[config.mk]
export PLATFORM = sky130hd
export DESIGN_NAME = vram_arbiter
export DESIGN_NICKNAME = d
export VERILOG_FILES = /design/src/rtl/vram_arbiter.sv
export SDC_FILE = /design/constraint.sdc
export NUM_CORES = 1
export LEC_CHECK = 0
export BUFFER_PORTS_ARGS = -buffer_cell sky130_fd_sc_hd__clkbuf_2
export CAP_MARGIN = 20
export CORE_MARGIN = 4
export CORE_UTILIZATION = 37
export CTS_CLUSTER_DIAMETER = 100
export CTS_CLUSTER_SIZE = 8
export DETAILED_ROUTE_END_ITERATION = 12
export HOLD_SLACK_MARGIN = 0.03
export PLACE_DENSITY_LB_ADDON = 0.25
export SLEW_MARGIN = 20
export SYNTH_ARGS = -nofsm -noshare
export SYNTH_HDL_FRONTEND = slang
export SYNTH_SLANG_ARGS = --single-unit
export TNS_END_PERCENT = 1
[constraint.sdc]
create_clock -name clock -period 4.8 [get_ports clock]
set_input_delay 0.96 -clock clock [delete_from_list [all_inputs] [get_ports clock]]
set_output_delay 0.96 -clock clock [all_outputs]
set_load 0.01 [all_outputs]
[src/rtl/vram_arbiter.sv]
// vram_arbiter: shares the 16 KB video RAM between the video fetch engine and
// the Z80, and produces the CPU T-state clock enable with 48K-style contention.
// Video always wins; contended CPU cycles are held off while fetch owns the RAM.
module vram_arbiter (
    input  logic        clock,
    input  logic        reset,
    input  logic [3:0]  hphase,
    input  logic        fetch,
    input  logic [12:0] videoAddr,
    input  logic [15:0] cpuAddr,
    input  logic        cpuMreq,
    input  logic        cpuIorq,
    input  logic        cpuRd,
    input  logic        cpuWr,
    input  logic [7:0]  cpuDo,
    input  logic [7:0]  ramDo,
    output logic        cpuCe,
    output logic [7:0]  cpuDi,
    output logic [13:0] ramA,
    output logic [7:0]  ramDi,
    output logic        ramWe,
    output logic        ramSel,
    output logic        stall
);

    typedef enum logic [1:0] {
        IDLE,
        WAIT,
        ACCESS
    } stateType;

    stateType state;
    stateType nextState;

    logic tick;
    logic contended;
    logic blocked;
    logic vidOwn;
    logic ceRaw;
    logic writeNow;
    logic wrDone;

    // hphase[1] carries no timing information for the arbiter
    logic unusedHphase;
    assign unusedHphase = hphase[1];

    assign tick      = hphase[0];
    assign contended = (cpuMreq && (cpuAddr[15:14] == 2'b01)) || (cpuIorq && !cpuAddr[0]);
    assign blocked   = fetch && (hphase[3] || hphase[2]);
    assign vidOwn    = fetch && hphase[3];

    // Next-state and raw clock-enable decision
    always_comb begin
        nextState = state;
        ceRaw     = 1'b0;
        unique case (state)
            IDLE: begin
                if (tick) begin
                    ceRaw = 1'b1;
                    if (contended) begin
                        if (blocked) begin
                            ceRaw     = 1'b0;
                            nextState = WAIT;
                        end else begin
                            nextState = ACCESS;
                        end
                    end
                end
            end
            WAIT: begin
                if (tick && !blocked) begin
                    ceRaw     = 1'b1;
                    nextState = ACCESS;
                end
            end
            ACCESS: begin
                if (tick) begin
                    ceRaw = 1'b1;
                end
                if (!cpuMreq && !cpuIorq) begin
                    nextState = IDLE;
                end
            end
            default: nextState = IDLE;
        endcase
    end

    assign cpuCe    = ceRaw && !reset;
    assign stall    = tick && !ceRaw && !reset;
    assign ramSel   = (state == ACCESS) && !vidOwn;
    assign ramA     = ramSel ? cpuAddr[13:0] : {1'b0, videoAddr};
    assign ramDi    = cpuDo;
    assign writeNow = ramSel && cpuMreq && cpuWr && !wrDone;

    // State, write strobe and read latch; all on the falling edge like video
    always_ff @(negedge clock) begin
        if (reset) begin
            state  <= IDLE;
            ramWe  <= 1'b0;
            wrDone <= 1'b0;
            cpuDi  <= 8'hFF;
        end else begin
            state  <= nextState;
            ramWe  <= writeNow;
            // one write per ACCESS visit; cleared by any clock outside ACCESS
            wrDone <= (state == ACCESS) && (wrDone || writeNow);
            if (ramSel && cpuMreq && cpuRd) begin
                cpuDi <= ramDo;
            end
        end
    end

endmodule

==> impl_metrics.env <==
export IMPL_rrSetupSlack_ns=3.42
export IMPL_violations="setup timing"
export IMPL_cp_start_kind="flip-flop"
export IMPL_grt_first_pass_wirelength_um=3620
export IMPL_drive_gt1_share_pct=59.1
export IMPL_hpwl_um=1730
export IMPL_nets=229
export IMPL_setup_viol=13
export IMPL_row_count=17
export IMPL_cp_arrival_ns=3.96
export IMPL_route_vias_total=908
export IMPL_drv_slew=0
export IMPL_sw_frac_of_total_pct=32.2
export IMPL_power_frac_comb_pct=26.2
export IMPL_hold_viol=0
export IMPL_ys_warn_count=0
export IMPL_ir_worst_vdd_uv=124
export IMPL_intPower_mw=0.186
export IMPL_status="finished, violations left"
export IMPL_ios=90
export IMPL_syn_to_final_growth_pct=51.3
export IMPL_preCtsSetupSlack_ns=0.0859
export IMPL_final_cell_mix="69 x clkbuf_2, 19 x nor2_1, 13 x inv_1"
export IMPL_rsz0062_at_grt="true"
export IMPL_synth_area_top_cells="dfxtp_1 28%, mux2_4 14%, mux2i_1 9.4%, nor2_1 8.4%, buf_4 7.1%"
export IMPL_die_x_um=55.9
export IMPL_postCtsHoldBufs=0
export IMPL_initial_core_util_pct=38.8
export IMPL_clock_latency_ns=0.33
export IMPL_grt_pass1_vias=916
export IMPL_detail_route_antenna_nets=0
export IMPL_first_iter_violations=23
export IMPL_finalInstanceArea_sq_um=1280
export IMPL_port_buffers=72
export IMPL_seq_area_frac_synth_pct=28.3
export IMPL_syn_nets=148
export IMPL_r2r_cells=4
export IMPL_cts_buffers=3
export IMPL_tns_ns=-1.41
export IMPL_cts_tree="built"
export IMPL_crit_type="flip-flop to primary output"
export IMPL_drc=0
export IMPL_antenna_found_initial=0
export IMPL_synth_top_area_share_pct=28.3
export IMPL_p_per_area_nw_per_um2=213
export IMPL_grtUsageTotal_pct=14.0
export IMPL_htreeDepth=1
export IMPL_cts_sinks=12
export IMPL_drv_cap=0
export IMPL_min_to="ramWe"
export IMPL_gp_congestion=0.752
export IMPL_synth_area_leader_cell="dfxtp_1"
export IMPL_clkPwrFrac_pct=36.1
export IMPL_layout_setup_ws_ns=-0.122
export IMPL_nFillCells=203
export IMPL_min_path_cells=1
export IMPL_min_path_type="flip-flop to flip-flop"
export IMPL_die_area_sq_um=3130
export IMPL_path_clk_slew_ns=0.03
export IMPL_cts_max_path_buffers=2
export IMPL_wl_per_cell_um=11.3
export IMPL_dpl_instance_area_sq_um=1160
export IMPL_leakagePower_nw=0.707
export IMPL_dr_pass1_iters=4
export IMPL_multi_input_area_sq_um=504
export IMPL_ys_types=27
export IMPL_netlist_instances=92
export IMPL_worstMarginPinSlew_ns=0.524
export IMPL_viasPerCell=4.56
export IMPL_seq_area_sq_um=243
export IMPL_slew_headroom_pct=65.0
export IMPL_synth_seq_cells=12
export IMPL_r2r_end="cpuDi[1]"
export IMPL_core_sq_um=2190
export IMPL_avgSynthCellArea_sq_um=9.23
export IMPL_p_sw_mw=0.0881
export IMPL_critical_path_required_ns=3.84
export IMPL_pwr_share_seq_pct=37.7
export IMPL_grt_max_degree=22
export IMPL_hp_start="wrDone"
export IMPL_finClkSkew_ns=0.0112
export IMPL_cp_end_kind="primary output"
export IMPL_r2r_start="state[0]"
export IMPL_netlist_area_sq_um=850
export IMPL_post_route_util_pct=58.7
export IMPL_wl_um=2250
export IMPL_crit_fanout=5
export IMPL_grt_overflow=0
export IMPL_root_buffer="clkbuf_4"
export IMPL_diodes=0
export IMPL_final_common_cell="clkbuf_2"
export IMPL_die_h_um=55.9
-- synth_stat cells, drive strengths merged --
cell    instances
and3            1
nand2           4
or2             1
mux2i           8
nor4            1
and2            2
o21a            1
dfxtp          12
nand2b          3
a21oi           1
nor2           19
nand3b          2
nand3           2
inv             3
o21ai           2
nor3b           1
nor3            2
clkbuf          2
o32ai           1
mux2           13
o31ai           1
buf            10
-- cell type report --
type	count	share of cell area [%]
Clock buffer	3	1.75
Timing Repair Buffer	77	33.3
Tap cell	28	2.73
Sequential cell	12	18.9
Clock inverter	12	3.51
Multi-Input combinational cell	65	39.2
Inverter	2	0.584
-- layer usage --
layer | track usage (%) | part of all wire [%] | vias to the layer above
met4 | 9.15 | 0.84 | 0
li1 | - | - | 462
met5 | 0 | 0 | -
met1 | 15.6 | 42 | 384
met3 | 5.34 | 14 | 4
met2 | 22.1 | 43 | 58
-- worst max path at each step --
stage	slack, ns	cells past startpoint	from	to
finish	-0.12	5	state[0]	ramA[11]
global route	-0.18	5	state[0]	ramA[8]
CTS	-0.15	5	state[0]	ramA[11]
detailed placement	0.09	5	state[1]	ramA[11]
global placement	0.1	5	state[0]	ramA[11]
floorplan	0.16	5	state[0]	ramA[10]
-- power groups by stage --
stage | clock network [mW] | registers, mW | logic, mW
floorplan | 0.0166 | 0.105 | 0.0434
detailed placement | 0.0166 | 0.105 | 0.0664
global placement | 0.0166 | 0.105 | 0.0653
CTS | 0.106 | 0.103 | 0.0702
finish | 0.0989 | 0.103 | 0.0718
global route | 0.118 | 0.103 | 0.0782
-- metrics by stage --
step / total power [mW] / cells / hold slack [ns]
floorplan: 0.165 / 92 / 0.414
global placement: 0.186 / 182 / 0.426
detailed placement: 0.188 / 182 / 0.429
CTS: 0.279 / 199 / 0.430
global route: 0.300 / 199 / 0.440
finish: 0.274 / 199 / 0.423
-- critical path, stage by stage (launching register included) --
cell and delay, ns:
dfxtp_2 0.31, nand2b_4 0.13, or2_4 0.25, buf_6 0.14, mux2_4 0.29, clkbuf_2 0.13
-- state kept, by name (all words and copies together) (netlist names) --
| signal | flops |
|---|---|
| cpuDi | 8 |
| state | 2 |
| ramWe | 1 |
| wrDone | 1 |
-- what timing repair did --
action | in CTS | in global routing
gates cloned | 1 | 0
endpoints found under the setup margin | 15 | 14
hold endpoints to repair | 0 | 0
setup buffers | 2 | 0
resized for setup | 9 | 6
pin swaps | 2 | 0
-- logic make-up after synthesis --
| group | synth area share, % |
|---|---|
| mux | 30.2 |
| compound gates | 4.57 |
| buf+inv | 13.0 |
| flops | 28.3 |
| simple gates | 24.0 |
Note: power is estimated with default switching activity, not from simulation.
